[src/rtl/ab_game_pkg.sv]
// Shared types for the A/B guessing game: state codes, digit vector,
// default try limit and the digit-set validity check used by load and enter.
package ab_game_pkg;

    localparam int DIGIT_W           = 4;
    localparam int NUM_DIGITS        = 4;
    localparam int MAX_TRIES_DEFAULT = 7;

    typedef logic [NUM_DIGITS-1:0][DIGIT_W-1:0] digit_vec_t;

    typedef enum logic [2:0] {
        ST_IDLE   = 3'd0,
        ST_WAIT   = 3'd2,
        ST_CHECK  = 3'd3,
        ST_RESULT = 3'd4,
        ST_WIN    = 3'd5,
        ST_LOSE   = 3'd6
    } state_t;

    // Every digit must be decimal and all four must differ.
    function automatic logic digits_valid(input digit_vec_t d);
        logic ok;
        ok = 1'b1;
        for (int i = 0; i < NUM_DIGITS; i++) begin
            if (d[i] > DIGIT_W'(9))
                ok = 1'b0;
            for (int j = i + 1; j < NUM_DIGITS; j++)
                if (d[i] == d[j])
                    ok = 1'b0;
        end
        return ok;
    endfunction

endpackage

[src/rtl/ab_digit_cmp.sv]
// One-position A/B decision: exact hit at idx, else hit on any other secret digit.
module ab_digit_cmp
    import ab_game_pkg::*;
(
    input  logic [DIGIT_W-1:0] guess_digit,
    input  logic [1:0]         idx,
    input  digit_vec_t         secret,
    output logic               a_hit,
    output logic               b_hit
);

    always_comb begin
        a_hit = (guess_digit == secret[idx]);
        b_hit = 1'b0;
        for (int j = 0; j < NUM_DIGITS; j++)
            if (2'(j) != idx && secret[j] == guess_digit)
                b_hit = 1'b1;
        if (a_hit)
            b_hit = 1'b0;
    end

endmodule

[src/rtl/guess_sequencer.sv]
// A/B guessing-game sequencer: load secret, take guesses, score one digit per cycle.
// Define GUESS_LIMIT_EN to end a game in LOSE after MAX_TRIES wrong guesses.
module guess_sequencer #(
    parameter int MAX_TRIES = ab_game_pkg::MAX_TRIES_DEFAULT,
    parameter int DIGIT_W   = ab_game_pkg::DIGIT_W
) (
    input  logic               in_clk,
    input  logic               in_rst_n,
    input  logic               in_loadtest,
    input  logic               in_enter,
    input  logic               in_restart,
    input  logic [DIGIT_W-1:0] in_ans0,
    input  logic [DIGIT_W-1:0] in_ans1,
    input  logic [DIGIT_W-1:0] in_ans2,
    input  logic [DIGIT_W-1:0] in_ans3,
    output logic [2:0]         out_Anum,
    output logic [2:0]         out_Bnum,
    output logic [2:0]         out_state,
    output logic               out_valid,
    output logic               out_err,
    output logic [3:0]         out_tries
);
    import ab_game_pkg::*;

    if (DIGIT_W != ab_game_pkg::DIGIT_W || MAX_TRIES < 1 || MAX_TRIES > 15) begin : g_param_chk
        $error("guess_sequencer: unsupported DIGIT_W or MAX_TRIES");
    end

    state_t     state_q, state_d;
    digit_vec_t ans, secret_q, guess_q;
    logic [1:0] idx_q;
    logic [2:0] acc_a, acc_b, anum_q, bnum_q;
    logic [3:0] tries_q;
    logic       valid_q, err_q;
    logic       ans_ok, a_hit, b_hit, lose_hit;
    logic       do_load, do_enter, bad_in;

    assign ans    = {in_ans3, in_ans2, in_ans1, in_ans0};
    assign ans_ok = digits_valid(ans);

`ifdef GUESS_LIMIT_EN
    assign lose_hit = (tries_q == 4'(MAX_TRIES));
`else
    assign lose_hit = 1'b0;
`endif

    ab_digit_cmp u_cmp (
        .guess_digit (guess_q[idx_q]),
        .idx         (idx_q),
        .secret      (secret_q),
        .a_hit       (a_hit),
        .b_hit       (b_hit)
    );

    always_ff @(posedge in_clk or negedge in_rst_n) begin
        if (!in_rst_n)
            state_q <= ST_IDLE;
        else
            state_q <= state_d;
    end

    always_comb begin
        state_d  = state_q;
        do_load  = 1'b0;
        do_enter = 1'b0;
        bad_in   = 1'b0;
        case (state_q)
            ST_IDLE, ST_WIN, ST_LOSE: begin
                if (in_loadtest) begin
                    if (ans_ok) begin
                        do_load = 1'b1;
                        state_d = ST_WAIT;
                    end else begin
                        bad_in = 1'b1;
                    end
                end
            end
            ST_WAIT: begin
                if (in_enter) begin
                    if (ans_ok) begin
                        do_enter = 1'b1;
                        state_d  = ST_CHECK;
                    end else begin
                        bad_in = 1'b1;
                    end
                end
            end
            ST_CHECK: begin
                if (idx_q == 2'd3)
                    state_d = ST_RESULT;
            end
            ST_RESULT: begin
                if (acc_a == 3'd4)
                    state_d = ST_WIN;
                else if (lose_hit)
                    state_d = ST_LOSE;
                else
                    state_d = ST_WAIT;
            end
            default: state_d = ST_IDLE;
        endcase
        // Restart overrides everything, including an in-flight check.
        if (in_restart) begin
            state_d  = ST_IDLE;
            do_load  = 1'b0;
            do_enter = 1'b0;
            bad_in   = 1'b0;
        end
    end

    always_ff @(posedge in_clk or negedge in_rst_n) begin
        if (!in_rst_n) begin
            secret_q <= '0;
            guess_q  <= '0;
            idx_q    <= '0;
            acc_a    <= '0;
            acc_b    <= '0;
            anum_q   <= '0;
            bnum_q   <= '0;
            tries_q  <= '0;
            valid_q  <= 1'b0;
            err_q    <= 1'b0;
        end else if (in_restart) begin
            secret_q <= '0;
            guess_q  <= '0;
            idx_q    <= '0;
            acc_a    <= '0;
            acc_b    <= '0;
            anum_q   <= '0;
            bnum_q   <= '0;
            tries_q  <= '0;
            valid_q  <= 1'b0;
            err_q    <= 1'b0;
        end else begin
            valid_q <= 1'b0;
            err_q   <= bad_in;
            if (do_load) begin
                secret_q <= ans;
                tries_q  <= '0;
                anum_q   <= '0;
                bnum_q   <= '0;
            end
            if (do_enter) begin
                guess_q <= ans;
                idx_q   <= '0;
                acc_a   <= '0;
                acc_b   <= '0;
                tries_q <= (tries_q == 4'd15) ? tries_q : tries_q + 4'd1;
            end
            if (state_q == ST_CHECK) begin
                acc_a <= acc_a + 3'(a_hit);
                acc_b <= acc_b + 3'(b_hit);
                idx_q <= idx_q + 2'd1;
            end
            // Result is published on the edge that leaves RESULT.
            if (state_q == ST_RESULT) begin
                valid_q <= 1'b1;
                anum_q  <= acc_a;
                bnum_q  <= acc_b;
            end
        end
    end

    assign out_state = state_q;
    assign out_Anum  = anum_q;
    assign out_Bnum  = bnum_q;
    assign out_tries = tries_q;
    assign out_valid = valid_q;
    assign out_err   = err_q;

endmodule

[config.mk]
export PLATFORM = sky130hd
export DESIGN_NAME = guess_sequencer
export DESIGN_NICKNAME = d
export VERILOG_FILES = /design/src/rtl/ab_game_pkg.sv /design/src/rtl/ab_digit_cmp.sv /design/src/rtl/guess_sequencer.sv
export SDC_FILE = /design/constraint.sdc
export NUM_CORES = 1
export LEC_CHECK = 0
export BUFFER_PORTS_ARGS = -buffer_cell sky130_fd_sc_hd__clkbuf_2
export CAP_MARGIN = 20
export CORE_MARGIN = 2
export CORE_UTILIZATION = 50
export DETAILED_ROUTE_END_ITERATION = 8
export PLACE_DENSITY = 0.73
export SLEW_MARGIN = 20
export SYNTH_ARGS = -nofsm -noshare
export SYNTH_HDL_FRONTEND = slang
export SYNTH_SLANG_ARGS = --single-unit
export TNS_END_PERCENT = 50
[constraint.sdc]
create_clock -name in_clk -period 3.43 [get_ports in_clk]
set_clock_uncertainty 0.1 [all_clocks]
set_input_delay 0.686 -clock in_clk [delete_from_list [all_inputs] [get_ports in_clk]]
set_output_delay 0.686 -clock in_clk [all_outputs]
set_load 0.03 [all_outputs]
After elaboration in Yosys (flattened, before gate mapping)
Index checks and enable logic that the tools add are counted.
{ "word_totals": {"word_cells": 130, "output_inout_bits": 15, "regBits": 55, "input_bits": 21} }
{ "classes": {"eq_ne": 28, "n_mux": 62, "addsub": 4, "reduce_logical": 14, "order_cmp": 5} }
{ "op_table": {"columns": ["op", "n"], "rows": [
  ["16-bit two-way mux", 4],
  ["3-bit two-way mux", 17],
  ["4-bit equality test", 11],
  ["1-bit two-way mux", 28],
  ["4-bit two-way mux", 6],
  ["3-bit inequality test (second input constant)", 6],
  ["4-bit binary-select mux with 2-bit select", 2],
  ["4-bit greater-than comparator (second input constant)", 4],
  ["3-bit equality test (second input constant)", 4],
  ["3-bit one-hot mux with 4 select lines", 1],
  ["3-bit nonzero test", 3],
  ["3-bit by 1-bit adder with 3-bit output", 2],
  ["3-bit by 2-bit equality test with 1-bit output (second input constant)", 2],
  ["2-bit two-way mux", 3],
  ["2-bit nonzero test", 3],
  ["5-bit AND reduction", 1],
  ["4-bit by 1-bit adder with 4-bit output (second input constant)", 1],
  ["4-bit equality test (second input constant)", 1],
  ["1-bit logical AND", 4],
  ["2-bit inequality test (first input constant)", 2],
  ["3-bit zero test", 1],
  ["2-bit by 3-bit < comparator with 1-bit output (second input constant)", 1],
  ["3-bit OR reduction", 1],
  ["2-bit by 1-bit adder with 2-bit output (second input constant)", 1],
  ["other kinds (4)", 4]
]} }

Depth between registers and ports, before layout
Gate-level depths: netlist of run 1.
{ "logic_depth": {"ltp_word": 18, "ltp_mapped": 11, "ltp_nobuf": 10} }

By module
From an unflattened synthesis of run 1, not the netlist that was laid out.
{ "unflattened": {"hier_cells": 341, "area_unflattened_um2": 3482.1} }
{ "modules_own_cells": {"columns": ["module", "seq_area_each_um2", "cells_each", "area_each_um2", "n_inst"], "rows": [
  ["guess_sequencer", 1376.3, 295, 3066.7, 1],
  ["ab_digit_cmp", 0.0, 46, 415.4, 1]
]} }

Least setup slack after synthesis of run 1
Ideal clock, no wire load.
{ "synth_path": {"kind": "register to register", "from": "reg idx_q[0]", "to": "reg acc_b[1]", "path_stages_with_launch": 12, "setup_slack_ns": 0.744, "arrival_ns": 2.467, "required_ns": 3.210, "cell_sequence": "dfrtp_1 buf_2 mux4_2 xnor2_1 nand4_1 mux2i_1 mux2_2 nor2_1 ha_1 ha_1 nor3b_1 a31o_1"} }
{ "synth_via": {"elab_chain_len": 12, "word_cells_on_any_way": 25} }
{ "synth_rtl": {"columns": ["item", "line_no", "source"], "rows": [
  ["from (decl)", "guess_sequencer.sv:31", "logic [1:0] idx_q;"],
  ["from (signal assigned)", "guess_sequencer.sv:153", "idx_q <= idx_q + 2'd1;"],
  ["4-bit binary-select mux with 2-bit select", "guess_sequencer.sv:48", ".guess_digit (guess_q[idx_q]),"],
  ["4-bit two-way mux (implied by the code)", "guess_sequencer.sv:48", null],
  ["4-bit equality test", "ab_digit_cmp.sv:16", "if (2'(j) != idx && secret[j] == guess_digit)"],
  ["1-bit logical AND", "ab_digit_cmp.sv:16", null],
  ["1-bit two-way mux (4 in series)", "ab_digit_cmp.sv:16", null],
  ["1-bit two-way mux (*)", "ab_digit_cmp.sv:18", "if (a_hit)"],
  ["3-bit by 1-bit adder with 3-bit output (*)", "guess_sequencer.sv:152", "acc_b <= acc_b + 3'(b_hit);"],
  ["3-bit two-way mux (*)", "guess_sequencer.sv:150", "if (state_q == ST_CHECK) begin"],
  ["3-bit two-way mux (*)", "guess_sequencer.sv:123", "end else if (in_restart) begin"],
  ["to (signal assigned)", "guess_sequencer.sv:152", null],
  ["to (decl)", "guess_sequencer.sv:32", "logic [2:0] acc_a, acc_b, anum_q, bnum_q;"]
]} }
Mark *: on every way between the ends. The rest lies on a longest branch, timed or not. The select of a mux whose other input is x is not followed.
A chain may end at the register's enable or synchronous reset.

Worst setup path after layout of run 1
Same ends and word-level chain as after synthesis.

==> results.json, run 1 <==
{
  "power_frac_clock_pct": 30.5,
  "ys_ff_latch": 55,
  "clock.fmax_mhz": 331,
  "hp-class": "in2async",
  "drc": 0,
  "drt_iter0_markers": 165,
  "period_needed_ns": 3.03,
  "syn_inst": 307,
  "hold_viol_final": 0,
  "yosys_warnings": 0,
  "critPathLaunchType": "register",
  "clockBufferDepth": 2,
  "cts_max_level": 2,
  "startpoint": "idx_q[0]",
  "dieArea_um2": 7130,
  "grt_pass1_wl_mm": 12.0,
  "avgSynthCellArea_um2": 10.5,
  "regArea_um2": 1380,
  "grt_max_degree": 44,
  "grtUsageTotal_pct": 21.3,
  "worstPathRequired_ns": 3.54,
  "pwr-share-seq_pct": 56.2,
  "max_slew_margin_pct": 37.8,
  "rr_endpoint": "acc_b[1]",
  "ios": 36,
  "cap_viol_max_count": 0,
  "r2r_setup_slack_ns": 0.40,
  "place_congestion": 0.950,
  "tns_ns": 0,
  "drv_slew": 0,
  "synth_edf_count": 0,
  "tritoncts": "yes",
  "ys.flop_type": "dfrtp_1",
  "cts_root_buf": "clkbuf_8",
  "overflow": 0,
  "comb_power_share_pct": 13.4,
  "finalCritPeriodShare_pct": 88.2,
  "row_count": 29,
  "cts_setup_buffers": 0,
  "wirelength_mm": 6.99,
  "dp_hpwl_mm": 5.00,
  "core-area_um2": 6310,
  "leakagePower_uw": 0.00170,
  "multiInputGateArea_um2": 1690,
  "num_antenna_cells": 0,
  "worst_path_most_repeated_cell": "ha_1",
  "r2r_start": "idx_q[0]",
  "switching_share_pct": 27.4,
  "slowest_delay_ns": 0.64,
  "crit_slowest_cell": "mux4_2",
  "ctsResizeCount": 0,
  "crit_fanout": 9,
  "p_sw_uw": 323,
  "ff2ff_path_depth": 10,
  "cts.sinks": 55,
  "setup_viol": 0,
  "io_buffers": 35,
  "power_density_nw_per_um2": 337,
  "netlist-cell-type-count": 43,
  "endpoint_kind": "register",
  "antenna_found_initial": 0,
  "path_cells": "mux4_2, xnor2_1, nand4_1, mux2i_1, mux2_2, nor2_1, ha_1, ha_1, nor3b_1, a31o_1",
  "cts_made_buffers": 5,
  "cp-endpoint": "acc_b[1]",
  "ir_drop_mv": 0.167,
  "crit_type": "reg2reg",
  "ant_nets": 0,
  "synth-async-reset-ratio_pct": 100,
  "outcome": "finished, final reports clean",
  "final_nets": 359,
  "wl_per_cell_um": 17.2,
  "dr_total_vias": 2345,
  "hold_buffers": 0,
  "p_int_uw": 856,
  "vias_per_cell": 5.76,
  "fillers": 571,
  "clk_pin_slew_worst_paths_ns": 0.10,
  "synth_fp_nets": 337,
  "worst_skew_pair.late_latency_ns": 0.31,
  "die_y_um": 84.4,
  "rsz0062_at_grt": "false",
  "yosysSeqAreaShare_pct": 42.6,
  "die_w_um": 84.4,
  "power_uw": 1180,
  "start_util_pct": 51.2,
  "syn_to_final_growth_pct": 8.36,
  "arrival_ns": 3.14,
  "grt_pass1_vias": 2394,
  "firstDrtPassIters": 4,
  "syn_area_um2": 3230,
  "drive_above_1_share_pct": 18.8,
  "worstMarginPinSlew_ns": 0.933
}
critical path, delay by kind of cell (launching register included):
| kind | cells | cell delay [ns] |
|---|---|---|
| flip-flops | 1 | 0.60 |
| multiplexers | 3 | 1.00 |
| XOR/XNOR | 1 | 0.23 |
| AO/OA/AOI/OAI | 1 | 0.22 |
| adder cells (fa/ha/maj) | 2 | 0.43 |
| AND/OR/NAND/NOR | 3 | 0.34 |
stage by stage:
step / std cells / area (µm²) / utilization (%) / hold slack, ns / setup WS [ns]
floorplan: 307 / 3230 / - / 0.290 / 0.744
global placement: 398 / 3390 / 53.8 / 0.390 / 0.579
detailed placement: 398 / 3390 / 53.8 / 0.391 / 0.417
CTS: 406 / 3480 / 55.2 / 0.413 / 0.395
global route: 407 / 3500 / 55.5 / 0.153 / 0.202
finish: 407 / 3500 / 55.5 / 0.149 / 0.404
worst min path at each step:
stage / startpoint / cells past startpoint / endpoint / slack (ns)
after floorplan: in_rst_n / 0 / acc_a[0] / 0.29
after global placement: guess_q[1] / 1 / guess_q[1] / 0.39
after detailed placement: guess_q[10] / 1 / guess_q[10] / 0.39
after CTS: guess_q[10] / 1 / guess_q[10] / 0.41
after global routing: in_rst_n / 1 / out_tries[0] / 0.15
final: in_rst_n / 1 / out_err / 0.15
sequential cells by signal, indices dropped and copies added (netlist names):
| name | cells |
|---|---|
| acc_a | 3 |
| acc_b | 3 |
| guess_q | 16 |
| idx_q | 2 |
| out_Anum | 3 |
| out_Bnum | 3 |
| out_err | 1 |
| out_state | 3 |
| out_tries | 4 |
| out_valid | 1 |
| secret_q | 16 |
logic make-up (layout without fill, tap and decap cells):
logic type | after synthesis | after routing | share of synthesized area [%]
AND/OR/NAND/NOR | 82 | 82 | 13.8
XOR/XNOR | 43 | 43 | 11.6
flip-flops | 55 | 55 | 42.6
adder cells (fa/ha/maj) | 9 | 9 | 3.48
multiplexers | 26 | 26 | 9.67
AO/OA/AOI/OAI | 61 | 61 | 13.5
buffers and inverters | 31 | 54 | 5.26
metal layers:
layer	wire (µm)	global-route usage [%]	up-vias
met4	55	4.04	0
met5	0	0	-
met3	279	4.52	6
li1	-	-	1134
met1	3220	28.8	1150
met2	3440	35.8	55
Yosys cell counts, types with 2 or more instances:
master	count	share of area (%)
a22o_1	16	4.3
mux2_2	2	0.70
nor4_1	5	0.97
nand4_1	6	1.2
mux4_2	4	2.8
ha_1	9	3.5
nor2_1	25	2.9
dfrtp_1	55	43
xnor2_1	16	4.3
nand2b_1	5	0.97
buf_6	4	1.4
nand3_1	8	1.2
and2_1	3	0.58
o22ai_1	3	0.58
a21oi_1	11	1.7
clkbuf_1	8	0.93
a32o_1	2	0.62
buf_2	13	2.0
o21ai_0	14	2.2
xor2_1	27	7.3
buf_4	2	0.46
a41oi_1	2	0.54
mux2i_1	20	6.2
nor3_1	3	0.46
nand3b_1	2	0.46
a31o_1	6	1.6
inv_1	4	0.46
nand2_1	13	1.5
nor3b_1	5	1.2
area by class of cell:
class                           instances  area share [%]
Inverter                                4           0.429
Sequential cell                        55            39.3
Clock inverter                          3           0.571
Clock buffer                            5            1.96
Timing Repair Buffer                   42            6.86
Tap cell                               77            2.75
Multi-Input combinational cell        221            48.1
power by group through the flow:
| stage | Clock [µW] | Sequential [µW] | Combinational (µW) |
|---|---|---|---|
| final | 359 | 662 | 158 |
| after global routing | 400 | 663 | 176 |
| after CTS | 369 | 662 | 157 |
| after detailed placement | 0 | 675 | 157 |
| after global placement | 0 | 675 | 153 |
| after floorplan | 0 | 676 | 106 |
cells in the final DEF (no fill, tap or decap), drive strengths merged, types with 5 or more instances in the layout:
cell and instances:
buf 7, xnor2 16, a22o 16, mux2i 20, dfrtp 55, nor4 7, nor3b 5, nand3 8
nor2 25, o21ai 14, a31o 6, ha 9, clkbuf 40, nand2 14, nand4 6, nand2b 5
a21oi 12, xor2 27
(Power assumes the default switching activity.)
==> inputs of run 2 (changes only) <==
- CAP_MARGIN: 20 -> unset
- CORE_MARGIN: 2 -> unset
==> results.json, run 2 (synthesis gave the netlist of run 1 again) <==
{
  "outcome": "finished, final reports clean",
  "power_density_nw_per_um2": 354,
  "finalCritPeriodShare_pct": 87.7,
  "dp_slack_ns": 0.448,
  "worst_path_most_repeated_cell": "ha_1",
  "grt_pass1_wl_mm": 11.4,
  "cts_root_buf": "clkbuf_8",
  "worst_skew_pair.late_latency_ns": 0.31,
  "clockBufferDepth": 2,
  "rsz0062_at_grt": "false",
  "die_y_um": 82.4,
  "drv_slew": 0,
  "drive_above_1_share_pct": 18.0,
  "final_common_cell": "dfrtp_1",
  "grtUsageTotal_pct": 22.8,
  "arrival_ns": 3.11,
  "cp_num_buf_inv": 0,
  "cts_setup_buffers": 0,
  "io_buffers": 35,
  "ctsResizeCount": 0,
  "fin_ws_ns": 0.422,
  "crit_slowest_cell": "mux4_2",
  "ir_drop_mv": 0.316,
  "path_cells": "mux4_2, xnor2_1, nand4_1, mux2i_1, mux2_2, nor2_1, ha_1, ha_1, nor3b_1, a31o_1",
  "wirelength_mm": 6.85,
  "worstPathRequired_ns": 3.54,
  "core-area_um2": 6060,
  "crit_type": "reg2reg",
  "hold_viol_final": 0,
  "place_congestion": 0.834,
  "firstDrtPassIters": 4,
  "final_cell_mix": "dfrtp_1 (55), clkbuf_2 (35), xor2_1 (27)",
  "num_antenna_cells": 0,
  "hp-class": "in2async",
  "syn_to_final_growth_pct": 8.09,
  "crit_fanout": 9,
  "fin_hold_ws_ns": 0.390,
  "fillers": 527,
  "wl_per_cell_um": 17.0,
  "dp_hpwl_mm": 4.99,
  "tns_ns": 0,
  "final_nets": 358,
  "ios": 36,
  "row_count": 28,
  "die_w_um": 82.4,
  "vias_per_cell": 5.82,
  "endpoint_kind": "register",
  "hold_buffers": 0,
  "overflow": 0,
  "clk_pin_slew_worst_paths_ns": 0.09,
  "dr_total_vias": 2346,
  "clock.fmax_mhz": 332,
  "grt_max_degree": 38,
  "critPathLaunchType": "register",
  "cts_max_level": 2,
  "cap_viol_max_count": 0,
  "worstMarginPinSlew_ns": 0.913,
  "place_area_um2": 3390,
  "crit_family": "multiplexers",
  "slowest_delay_ns": 0.65,
  "final_cell_area_um2": 3490,
  "post-route-util_pct": 57.7,
  "period_needed_ns": 3.01,
  "drc": 0,
  "cts_made_buffers": 5,
  "leakagePower_uw": 0.00170,
  "max_slew_margin_pct": 39.1,
  "start_util_pct": 53.3,
  "dieArea_um2": 6790,
  "setup_viol": 0,
  "tritoncts": "yes",
  "cts.sinks": 55,
  "antenna_found_initial": 0,
  "ant_nets": 0,
  "grt_pass1_vias": 2262,
  "drt_iter0_markers": 94
}
## run 2: cell types whose count changed in the layout (fill, tap and decap cells not counted), sizes merged
cell	change
clkinv	-1
clkinvlp	-2
buf	-1
bufinv	+1
clkbuf	+1
## run 2: worst paths after layout
path	startpoint	endpoint	slack, ns	cells after the start
max reg2reg	idx_q[0]	acc_b[1]	0.42	10
max in group asynchronous	in_rst_n	guess_q[8]	2.05	2
min	in_rst_n	out_tries[2]	0.39	1
min in group in_clk	guess_q[8]	guess_q[8]	0.41	1
max	idx_q[0]	acc_b[1]	0.42	10
min reg2reg	guess_q[8]	guess_q[8]	0.41	1
## run 2: area by class of cell
type	instances	area, µm²	area share, %
Multi-Input combinational cell	221	1690	48.3
Sequential cell	55	1380	39.4
Timing Repair Buffer	41	220	6.30
Tap cell	75	93.8	2.69
Clock buffer	6	72.6	2.08
Clock inverter	1	30.0	0.859
Inverter	4	15.0	0.430
## run 2: layer usage
layer,global-route usage [%],routed length (µm),vias up
met5,0,0,-
met4,6.67,118,0
met3,3.96,278,11
met2,38.0,3390,58
met1,30.4,3060,1152
li1,-,-,1125
## run 2: per-stage QoR
| step | instances | total power [µW] |
|---|---|---|
| 6_report | 403 | 1240 |
| 4_1_cts | 403 | 1250 |
| 2_1_floorplan | 307 | 782 |
| 3_5_place_dp | 396 | 832 |
| 5_1_grt | 403 | 1290 |
| 3_3_place_gp | 396 | 829 |
## run 2: power by group
| group | switching [µW] | leakage (µW) | total [µW] | internal (µW) |
|---|---|---|---|---|
| Combinational | 99.8 | 0.000882 | 156 | 56.6 |
| Clock | 204 | 0.0000513 | 418 | 214 |
| Sequential | 6.47 | 0.000766 | 662 | 655 |
| Total | 310 | 0.00170 | 1240 | 926 |
